`src/rtl/wbuf_ctrl.sv`:
```
// rtl/wbuf_ctrl.sv - weight-buffer fill/shift sequencer (optional timeout: WBUF_CTRL_TIMEOUT_EN)
module wbuf_ctrl (
    input  logic        clk,
    input  logic        nrst,
    input  logic        start,
    input  logic [7:0]  num_cols,
    input  logic [15:0] sram_base,
    input  logic [15:0] sdram_base,
    output logic        sram_req,
    output logic [15:0] sram_addr,
    input  logic        sram_ack,
    output logic        sdram_req,
    output logic [15:0] sdram_addr,
    input  logic        sdram_ack,
    output logic        enable_cu,
    output logic [2:0]  mode,
    output logic        win_valid,
    input  logic        win_ready,
    output logic        busy,
    output logic        done
`ifdef WBUF_CTRL_TIMEOUT_EN
    ,
    output logic        err
`endif
);

    typedef enum logic [2:0] {
        IDLE  = 3'd0,
        LD1   = 3'd1,
        LD3   = 3'd2,
        LD2   = 3'd3,
        LD4   = 3'd4,
        WIN   = 3'd5,
        SHIFT = 3'd6,
        FIN   = 3'd7
    } state_t;

    localparam logic [2:0] OP_NONE  = 3'b000;
    localparam logic [2:0] OP_LD_W1 = 3'b001;
    localparam logic [2:0] OP_LD_W2 = 3'b010;
    localparam logic [2:0] OP_LD_W3 = 3'b011;
    localparam logic [2:0] OP_LD_W4 = 3'b100;
    localparam logic [2:0] OP_SHIFT = 3'b101;

    state_t      state_q, state_d;
    logic [15:0] sram_ptr_q, sram_ptr_d;
    logic [15:0] sdram_ptr_q, sdram_ptr_d;
    // Windows still to hand to the consumer in this sequence.
    logic [7:0]  win_cnt_q, win_cnt_d;
    logic [7:0]  win_cnt_dec;

`ifdef WBUF_CTRL_TIMEOUT_EN
    logic [7:0]  wait_q, wait_d;
    logic        err_q, err_d;
    logic        ack_hit;
`endif

    assign win_cnt_dec = win_cnt_q - 8'd1;

    // Next-state, pointer/counter updates and decoded outputs; ack only counts while its req is high.
    always_comb begin
        state_d     = state_q;
        sram_ptr_d  = sram_ptr_q;
        sdram_ptr_d = sdram_ptr_q;
        win_cnt_d   = win_cnt_q;
        sram_req    = 1'b0;
        sram_addr   = 16'h0000;
        sdram_req   = 1'b0;
        sdram_addr  = 16'h0000;
        enable_cu   = 1'b0;
        mode        = OP_NONE;
        win_valid   = 1'b0;
        busy        = (state_q != IDLE);
        done        = 1'b0;

        case (state_q)
            IDLE: begin
                if (start) begin
                    sram_ptr_d  = sram_base;
                    sdram_ptr_d = sdram_base;
                    win_cnt_d   = num_cols - 8'd1;
                    state_d     = (num_cols < 8'd2) ? FIN : LD1;
                end
            end
            LD1: begin
                sram_req  = 1'b1;
                sram_addr = sram_ptr_q;
                if (sram_ack) begin
                    enable_cu  = 1'b1;
                    mode       = OP_LD_W1;
                    sram_ptr_d = sram_ptr_q + 16'd1;
                    state_d    = LD3;
                end
            end
            LD3: begin
                sdram_req  = 1'b1;
                sdram_addr = sdram_ptr_q;
                if (sdram_ack) begin
                    enable_cu   = 1'b1;
                    mode        = OP_LD_W3;
                    sdram_ptr_d = sdram_ptr_q + 16'd1;
                    state_d     = LD2;
                end
            end
            LD2: begin
                sram_req  = 1'b1;
                sram_addr = sram_ptr_q;
                if (sram_ack) begin
                    enable_cu  = 1'b1;
                    mode       = OP_LD_W2;
                    sram_ptr_d = sram_ptr_q + 16'd1;
                    state_d    = LD4;
                end
            end
            LD4: begin
                sdram_req  = 1'b1;
                sdram_addr = sdram_ptr_q;
                if (sdram_ack) begin
                    enable_cu   = 1'b1;
                    mode        = OP_LD_W4;
                    sdram_ptr_d = sdram_ptr_q + 16'd1;
                    state_d     = WIN;
                end
            end
            WIN: begin
                win_valid = 1'b1;
                if (win_ready) begin
                    win_cnt_d = win_cnt_dec;
                    state_d   = (win_cnt_dec != 8'd0) ? SHIFT : FIN;
                end
            end
            SHIFT: begin
                enable_cu = 1'b1;
                mode      = OP_SHIFT;
                state_d   = LD2;
            end
            FIN: begin
                done    = 1'b1;
                state_d = IDLE;
            end
            default: state_d = IDLE;
        endcase

`ifdef WBUF_CTRL_TIMEOUT_EN
        ack_hit = (sram_req & sram_ack) | (sdram_req & sdram_ack);
        wait_d  = 8'd0;
        err_d   = err_q;
        if ((sram_req || sdram_req) && !ack_hit) begin
            if (wait_q == 8'd254) begin
                err_d   = 1'b1;
                state_d = IDLE;
            end else begin
                wait_d = wait_q + 8'd1;
            end
        end
`endif
    end

`ifdef WBUF_CTRL_TIMEOUT_EN
    assign err = err_q;

    // Wait counter and sticky timeout flag; err only clears on reset.
    always_ff @(posedge clk or negedge nrst) begin
        if (!nrst) begin
            wait_q <= 8'd0;
            err_q  <= 1'b0;
        end else begin
            wait_q <= wait_d;
            err_q  <= err_d;
        end
    end
`endif

    // State, address pointers and window counter.
    always_ff @(posedge clk or negedge nrst) begin
        if (!nrst) begin
            state_q     <= IDLE;
            sram_ptr_q  <= 16'h0000;
            sdram_ptr_q <= 16'h0000;
            win_cnt_q   <= 8'd0;
        end else begin
            state_q     <= state_d;
            sram_ptr_q  <= sram_ptr_d;
            sdram_ptr_q <= sdram_ptr_d;
            win_cnt_q   <= win_cnt_d;
        end
    end

endmodule
```
`config.mk`:
```
export PLATFORM = sky130hd
export DESIGN_NAME = wbuf_ctrl
export DESIGN_NICKNAME = d
export VERILOG_FILES = /design/src/rtl/wbuf_ctrl.sv
export SDC_FILE = /design/constraint.sdc
export NUM_CORES = 1
export LEC_CHECK = 0
export BUFFER_PORTS_ARGS = -buffer_cell sky130_fd_sc_hd__buf_4
export CAP_MARGIN = 25
export CORE_MARGIN = 2
export CORE_UTILIZATION = 45
export CTS_BUF_LIST = sky130_fd_sc_hd__clkbuf_4 sky130_fd_sc_hd__clkbuf_8
export DETAILED_ROUTE_END_ITERATION = 10
export PLACE_DENSITY_LB_ADDON = 0.05
export SETUP_SLACK_MARGIN = 0.02
export SYNTH_ARGS = -nofsm -noshare
export SYNTH_HDL_FRONTEND = slang
export SYNTH_SLANG_ARGS = --single-unit
```
`constraint.sdc`:
```
create_clock -name clk -period 2.4 [get_ports clk]
set_input_delay 0.48 -clock clk [delete_from_list [all_inputs] [get_ports clk]]
set_output_delay 0.48 -clock clk [all_outputs]
set_load 0.03 [all_outputs]
```
==> results.txt, run 1 <==
Setup Skew - 16.0 ps
Total wire length - 8.79 mm
Final-report hold violation count - 0
Post-synthesis xor/xnor area fraction - 0.0284
Antenna Diode Count - 0
CTS tree - yes
# clock sinks - 43
Multiplexer share of the synthesized area - 0.0157
Post-synth EDFFs - 0
Routed wire per std cell - 15.2 um
1st-pass router iterations - 4
WP data required - 1920 ps
Worst R2R End - win_cnt_q[5]$_DFFE_PN0P_
Synth Area in Compound Gates - 0.269
Reg2Reg Depth - 5
Synth top cells by count - dfrtp_1 (43), nand2_1 (28), a21oi_1 (21), and2_1 (19), o21ai_0 (19)
Pwr Density - 1410 nW/um2
Critical Path Sink Type - primary output
Sum Neg Setup Slack - 0 ps
Largest net degree at the start of global routing - 44
CP arrival - 1730 ps
P_sw - 2.99 mW
Crit-path max FO - 18
Core ar. - 7210 um2
Slew headroom - 0.622
Slew Limit Fails - 0
Dpl ws - 420 ps
Synth Register Bits - 43
Type of origin of the critical path - register
Sw frac - 0.508
Status - completed
Worst-Skew Late Latency - 300 ps
Setup violators final - 0
Post-Synthesis Cells - 403
Largest area contributor in the netlist - dfrtp_1
Sequential share of power - 0.261
GRT Total Usage - 0.214
Maximum buffer depth of the clock tree - 2
Crit Path Class - reg2out
Hold crit path type - in2async
Via/cell ratio - 5.84
Final WS setup - 194 ps
# nets final - 529
Yosys cell types - 71
Unrepaired setup endpoints after global routing - no
Main combinational cell family by area after synthesis - simple AND/OR/NAND/NOR gates
Sequential area share after synthesis - 0.321
Grt met2 use - 0.350
GR met3 Demand/Resource - 0.0394
Total grt overflow - 0
Initial antenna violation count - 0
Worst-margin pin slew - 566 ps
Clock network power share - 0.088
Starting DRC count in detailed routing - 222
Vias - 3,375
Post-synthesis cell area - 3350 um2
Simple-Gate Fraction of Synth Area - 0.277
Row count - 31
Clock slew seen by the registers of the worst setup and hold paths - 90 ps
Remaining DRCs - 0
Share of cells above drive strength 1 - 0.259
Leakage Power - 1.85 nW
# IOs - 87
Vias in the first global route - 3,126
Cell with the most instances after synthesis - dfrtp_1
FMAX - 453 MHz
Post-Synth Adder-Cell Area - 0.0187
Port Buf Inserts - 86
Synth top area cells - dfrtp_1 (32%), a2bb2oi_1 (4.4%), and2_1 (3.6%)
Final ANT Viol Nets - 0
RePlAce Congestion - 0.847
Gr busiest metal - met2
GR Util met1 - 0.296
First-pass GRT wire length - 14.8 mm
Max_cap viols - 0
Die Y - 90.2 um
RR Startpoint - state_q[0]$_DFFE_PN0P_
H-tree Lvls - 2
P&R area growth vs syn - 24.7%
Die W - 90.2 um
P_int - 2.90 mW
R2R Setup Slk - 420 ps
Initial Util - 0.464
YS warnings - 0
Share of the synthesized area in the top cell type - 0.321
Avg Inst Size Synth - 8.31 um2
Die Area - 8140 um2
Syn Nets - 454
HPWL Detailed - 6.32 mm
Worst VDD drop - 754 uV
Minimum clock period - 2210 ps
Period utilization - 0.919
Gate power share - 0.651
Async SR Flop Fraction - 1.00
Setup crit start - state_q[0]$_DFFE_PN0P_
Ys flop type - dfrtp_1
Final Util - 0.579
Clock root buffer master - clkbuf_8
Number of CTS-inserted buffers - 5
[registers in the layout (all words and copies together) (netlist names)]
signal / count
state_q: 3
sram_ptr_q: 16
win_cnt_q: 8
sdram_ptr_q: 16
[placed cells by master, fill, tap and decap left out, types with 5 or more instances in the layout]
master,count
a211oi_1,13
ha_1,5
nor2_1,16
nor4_1,10
nand2_1,28
inv_1,18
xor2_1,6
and3_1,16
a2bb2oi_1,17
and2_1,19
nor3_1,9
nand4_1,14
a21oi_1,21
o22ai_1,12
dfrtp_1,42
nand3_1,18
o21ai_0,19
buf_4,101
and4_1,6
clkbuf_8,7
[worst max-delay path, cell delays in order (launching register included)]
cell and delay (ps):
dfrtp_1 440, inv_1 450, buf_4 230, nand3_1 100, inv_1 70, buf_4 150
[power groups by stage]
stage	logic, mW	clock network (mW)	registers [mW]
finish	3.84	0.521	1.54
global route	4.18	0.573	1.61
CTS	3.85	0.545	1.53
detailed placement	3.84	0	1.54
global placement	3.80	0	1.53
floorplan	2.86	0	1.39
[stage by stage]
stage | std cells | instance area, um2 | power, mW | hold WS [ps]
floorplan | 403 | 3350 | 4.24 | 184
global placement | 570 | 4070 | 5.33 | 511
detailed placement | 570 | 4070 | 5.38 | 512
CTS | 578 | 4170 | 5.92 | 185
global route | 578 | 4170 | 6.37 | 221
finish | 578 | 4170 | 5.90 | 160
[kinds of logic (layout without fill, tap and decap cells)]
group | after synthesis | in the layout
adder cells (fa/ha/maj) | 5 | 5
buffers and inverters | 53 | 129
multiplexers | 5 | 5
AO/OA/AOI/OAI | 125 | 125
AND/OR/NAND/NOR | 162 | 162
flip-flops | 43 | 43
XOR/XNOR | 10 | 10
[how the worst max path moves through the flow]
stage                                    end  slack, ps  cells past startpoint
finish                        sdram_addr[13]        190                      5
global route                  sdram_addr[13]         40                      5
CTS                            sdram_addr[8]        130                      5
detailed placement  win_cnt_q[6]$_DFFE_PN0P_        420                      6
global placement    win_cnt_q[6]$_DFFE_PN0P_        470                      6
floorplan                       sram_addr[0]        270                      5
[repair_timing]
| action | 4_1_cts | 5_1_grt |
|---|---|---|
| hold buffers | 0 | 0 |
| setup buffers | 0 | 0 |
| gates resized for setup | 0 | 1 |
| setup endpoints to repair | 0 | 3 |
[routing by layer]
| layer | share of wire | up-vias |
|---|---|---|
| met5 | 0 | - |
| met1 | 0.48 | 1593 |
| met3 | 0.055 | 6 |
| li1 | - | 1682 |
| met4 | 0.0076 | 0 |
| met2 | 0.46 | 94 |
[cell type report]
cell class              instances  area [um2]
flip-flops and latches         43        1080
fillers                       723        3040
well taps                      99         124
inverters                      20        75.1
clock inverters                 1        7.51
repair buffers                101         758
multi-input cells             307        2040
clock buffers                   7        96.3
No activity file was read; power rests on OpenSTA's default activity.
==> run 2: changes to the inputs <==
PLACE_DENSITY = 0.69   (was unset)
PLACE_DENSITY_LB_ADDON = unset   (was 0.05)
==> run 2 against run 1 <==
Effect of this change:
- hold slack improved by 23 ps
- cell area decreased by 0.48%
- total power about the same
- clock skew decreased by 6.4 ps
- critical endpoint is now sram_addr[11]
- largest power group unchanged
- sequential share of layout area increased by 0.12 points
- maximum frequency decreased by 2.7%
- via count increased by 1.9%
- non-clock buffer count decreased by 1
- count of clock-buffer cells in the layout decreased by 1
- global-route usage increased by 1.5 points
- worst setup slack got worse by 61 ps
- critical path depth decreased by 1
==> results.txt, run 2 (synthesis results as in run 1) <==
Starting DRC count in detailed routing - 184
CP arrival - 1790 ps
Vias - 3,440
Maximum buffer depth of the clock tree - 2
P&R area growth vs syn - 24.1%
GRT Total Usage - 0.229
# IOs - 87
Buf/Inv on CP - 2
Remaining DRCs - 0
Core ar. - 7210 um2
Leakage Power - 1.84 nW
Clock root buffer master - clkbuf_8
Crit-path max FO - 34
RePlAce Congestion - 0.890
Unrepaired setup endpoints after global routing - yes
# clock sinks - 43
Placed Area - 4060 um2
Biggest registers after layout - sdram_ptr_q (16), sram_ptr_q (16), win_cnt_q (8)
Hold crit path type - in2async
Pwr Density - 1420 nW/um2
Number of CTS-inserted buffers - 5
Die Area - 8140 um2
Cells along the critical path - nand2b_1 > inv_2 > and2_1 > buf_4
Max_cap viols - 0
Sum Neg Setup Slack - 0 ps
WP data required - 1920 ps
Type of origin of the critical path - register
Cell family with most CP delay - buffers and inverters
CP peak stage delay - 490 ps
Final ANT Viol Nets - 0
Share of cells above drive strength 1 - 0.258
Finished Cell Area - 4150 um2
FMAX - 441 MHz
Die Y - 90.2 um
Largest net degree at the start of global routing - 44
R2R Setup Slk - 350 ps
Fillers - 687
Crit Path Class - reg2out
Row count - 31
Critical-path top delay cell - dfrtp_1
Worst-margin pin slew - 595 ps
Commonest non-fill, non-tap cell in the layout - buf_4
HPWL Detailed - 6.71 mm
Initial Util - 0.464
Setup violators final - 0
Worst VDD drop - 635 uV
Most frequent cells in the layout - buf_4 (100), dfrtp_1 (42), nand2_1 (28)
Status - completed
Worst-Skew Late Latency - 300 ps
Setup Skew - 9.60 ps
Minimum clock period - 2270 ps
Die W - 90.2 um
Final Util - 0.576
Port Buf Inserts - 86
1st-pass router iterations - 5
Slew Limit Fails - 0
Slew headroom - 0.603
H-tree Lvls - 2
First-pass GRT wire length - 15.5 mm
Period utilization - 0.945
Initial antenna violation count - 0
Critical Path Sink Type - primary output
Vias in the first global route - 3,183
Total wire length - 9.24 mm
Antenna Diode Count - 0
CTS tree - yes
Total grt overflow - 0
Routed wire per std cell - 16.0 um
Final-report hold violation count - 0
# nets final - 528
Via/cell ratio - 5.97
Clock slew seen by the registers of the worst setup and hold paths - 80 ps
Post-CTS setup buffers - 0
## run 2: cell types whose count changed in the layout (fill, tap and decap cells not counted)
cell,before,now
clkinv_2,0,1
buf_4,101,100
clkbuf_8,7,6
inv_1,18,17
## run 2: where the power goes
group / leakage [nW] / switching (mW) / internal (mW)
combinational: 1.30 / 2.28 / 1.55
clock: 0.0470 / 0.263 / 0.227
sequential: 0.493 / 0.486 / 1.09
total: 1.84 / 3.03 / 2.86
## run 2: repair_timing
action	in CTS	in global routing
endpoints found under the setup margin	0	6
resized for setup	0	2
endpoints found under the hold margin	0	0
hold buffers	0	0
## run 2: layer usage
layer	vias to the layer above	wire [um]	track usage	part of all wire
li1	1673	-	-	-
met1	1633	4310	0.332	0.47
met2	124	4230	0.362	0.46
met3	10	611	0.0360	0.066
met4	0	85	0.0538	0.0092
met5	-	0	0	0
## run 2: through the flow
| step | cells | total power [mW] | setup slack (ps) | hold WS (ps) |
|---|---|---|---|---|
| floorplan | 403 | 4.24 | 274 | 184 |
| global placement | 569 | 5.31 | 409 | 507 |
| detailed placement | 569 | 5.39 | 361 | 525 |
| CTS | 576 | 5.88 | 49.7 | 198 |
| global route | 576 | 6.35 | 18.2 | 224 |
| finish | 576 | 5.89 | 132 | 182 |
## run 2: worst paths after layout
path	start	end	cells after the start
max	state_q[2]$_DFFE_PN0P_	sram_addr[11]	4
max reg2reg	state_q[2]$_DFFE_PN0P_	win_cnt_q[5]$_DFFE_PN0P_	5
min	nrst	sdram_ptr_q[10]$_DFFE_PN0P_	1
max in group asynchronous	nrst	state_q[1]$_DFFE_PN0P_	1
min in group clk	sdram_base[0]	sdram_ptr_q[0]$_DFFE_PN0P_	2
min reg2reg	sram_ptr_q[15]$_DFFE_PN0P_	sram_ptr_q[15]$_DFFE_PN0P_	2
## run 2: area by class of cell
cell class	instances	area, um2	share of cell area
Inverter	20	78.8	0.0190
Multi-Input combinational cell	307	2040	0.490
Clock inverter	1	5.00	0.00120
Sequential cell	43	1080	0.259
Tap cell	99	124	0.0298
Clock buffer	6	82.6	0.0199
Timing Repair Buffer	100	751	0.181
==> run 3: changes to the inputs <==
RECOVER_POWER = 25   (was unset)
==> run 3 against run 2 <==
Effect of this change:
- global-route usage unchanged
- flip-flop and latch count did not move
- worst setup slack worse by 2.7 ps
- combinational power barely moved
- clock skew barely moved
- register-to-register slack barely moved
- total power about the same
- wire length hardly changed
- hold slack better by 220 ps
- via count is 0.61% higher
- die area stayed put
==> results.txt, run 3 (synthesis results as in run 1) <==
Die Y - 90.2 um
Clock network power share - 0.083
Unrepaired setup endpoints after global routing - yes
Share of cells above drive strength 1 - 0.258
Max_cap viols - 0
Port Buf Inserts - 86
H-tree Lvls - 2
Number of CTS-inserted buffers - 5
Vias - 3,461
Sw frac - 0.515
Routed wire per std cell - 16.1 um
Largest net degree at the start of global routing - 44
Biggest registers after layout - sdram_ptr_q (16), sram_ptr_q (16), win_cnt_q (8)
1st-pass router iterations - 4
Sum Neg Setup Slack - 0 ps
Remaining DRCs - 0
Worst-margin pin slew - 1160 ps
CP arrival - 1790 ps
Initial antenna violation count - 0
Setup Skew - 9.46 ps
Final-report hold violation count - 0
Setup violators final - 0
Slew headroom - 0.227
Total wire length - 9.25 mm
Row count - 31
Total grt overflow - 0
P_sw - 3.04 mW
Clock root buffer master - clkbuf_8
Worst-Skew Late Latency - 300 ps
Type of origin of the critical path - register
Worst VDD drop - 637 uV
Commonest non-fill, non-tap cell in the layout - buf_4
Minimum clock period - 2270 ps
Vias in the first global route - 3,183
# IOs - 87
Period utilization - 0.946
Core ar. - 7210 um2
Critical-path top delay cell - dfrtp_1
Crit Path Class - reg2out
Final ANT Viol Nets - 0
Fillers - 686
Critical Path Sink Type - primary output
Hold_ws - 400 ps
GRT Total Usage - 0.229
HPWL Detailed - 6.71 mm
Starting DRC count in detailed routing - 184
Initial Util - 0.464
Die Area - 8140 um2
RePlAce Congestion - 0.890
Status - completed
Via/cell ratio - 6.01
WP data required - 1920 ps
Most frequent cells in the layout - buf_4 (99), dfrtp_1 (42), nand2_1 (28)
Cells along the critical path - nand2b_1 > inv_2 > and2_1 > buf_4
Leakage Power - 1.84 nW
Slew Limit Fails - 0
Hold crit path type - in2async
CP peak stage delay - 490 ps
Maximum buffer depth of the clock tree - 2
Antenna Diode Count - 0
Pwr Density - 1420 nW/um2
Sequential share of power - 0.267
P_int - 2.86 mW
Crit-path max FO - 34
FMAX - 440 MHz
# nets final - 528
P&R area growth vs syn - 24.0%
Die W - 90.2 um
First-pass GRT wire length - 15.5 mm
# clock sinks - 43
Gate power share - 0.649
Clock slew seen by the registers of the worst setup and hold paths - 80 ps
CTS tree - yes
## run 3: cell count changes in the layout (fill, tap and decap cells not counted)
cell,previous run,this run
buf_4,100,99
clkbuf_2,0,1
## run 3: final cells by class
cell class	instances	area, um2	area share
Clock inverter	1	5.00	0.00121
Timing Repair Buffer	100	748	0.180
Sequential cell	43	1080	0.259
Inverter	20	78.8	0.0190
Clock buffer	6	82.6	0.0199
Multi-Input combinational cell	307	2040	0.490
Tap cell	99	124	0.0298
## run 3: power by group through the flow
stage / Clock [mW] / Sequential (mW) / Combinational [mW]
6_report: 0.491 / 1.58 / 3.83
5_1_grt: 0.530 / 1.64 / 4.18
4_1_cts: 0.497 / 1.55 / 3.84
3_5_place_dp: 0 / 1.56 / 3.83
3_3_place_gp: 0 / 1.54 / 3.76
2_1_floorplan: 0 / 1.39 / 2.86
## run 3: worst max-delay path, delay by kind of cell (launching register included)
family / cells / cell delay, ps
flops: 1 / 490
buf+inv: 2 / 550
simple gates: 2 / 450
## run 3: worst paths after layout
kind / start / endpoint / slack (ps) / cells after the start
setup / recovery: state_q[2]$_DFFE_PN0P_ / sram_addr[11] / 130 / 4
hold / removal: nrst / sdram_ptr_q[10]$_DFFE_PN0P_ / 400 / 1
setup reg to reg: state_q[2]$_DFFE_PN0P_ / win_cnt_q[5]$_DFFE_PN0P_ / 340 / 5
hold reg to reg: sram_ptr_q[15]$_DFFE_PN0P_ / sram_ptr_q[15]$_DFFE_PN0P_ / 540 / 2
max in group asynchronous: nrst / state_q[1]$_DFFE_PN0P_ / 1210 / 1
min in group clk: sdram_base[0] / sdram_ptr_q[0]$_DFFE_PN0P_ / 430 / 2
## run 3: what timing repair did
action,4_1_cts,5_1_grt
hold buffers,0,0
endpoints found under the setup margin,0,6
resized for setup,0,2
buffers inserted,0,0
endpoints found under the hold margin,0,0
## run 3: through the flow
step / setup WS [ps] / util / instance area [um2] / power [mW] / instances
after floorplan: 274 / - / 3350 / 4.24 / 403
after global placement: 409 / 0.563 / 4060 / 5.31 / 569
after detailed placement: 361 / 0.563 / 4060 / 5.39 / 569
after CTS: 49.7 / 0.575 / 4150 / 5.88 / 576
after global routing: 18.2 / 0.575 / 4150 / 6.35 / 576
final: 129 / 0.575 / 4150 / 5.90 / 576
## run 3: metal layers
| layer | part of all wire | global-route usage |
|---|---|---|
| met5 | 0 | 0 |
| met4 | 0.0092 | 0.0538 |
| met3 | 0.061 | 0.0360 |
| met2 | 0.46 | 0.362 |
| met1 | 0.47 | 0.332 |
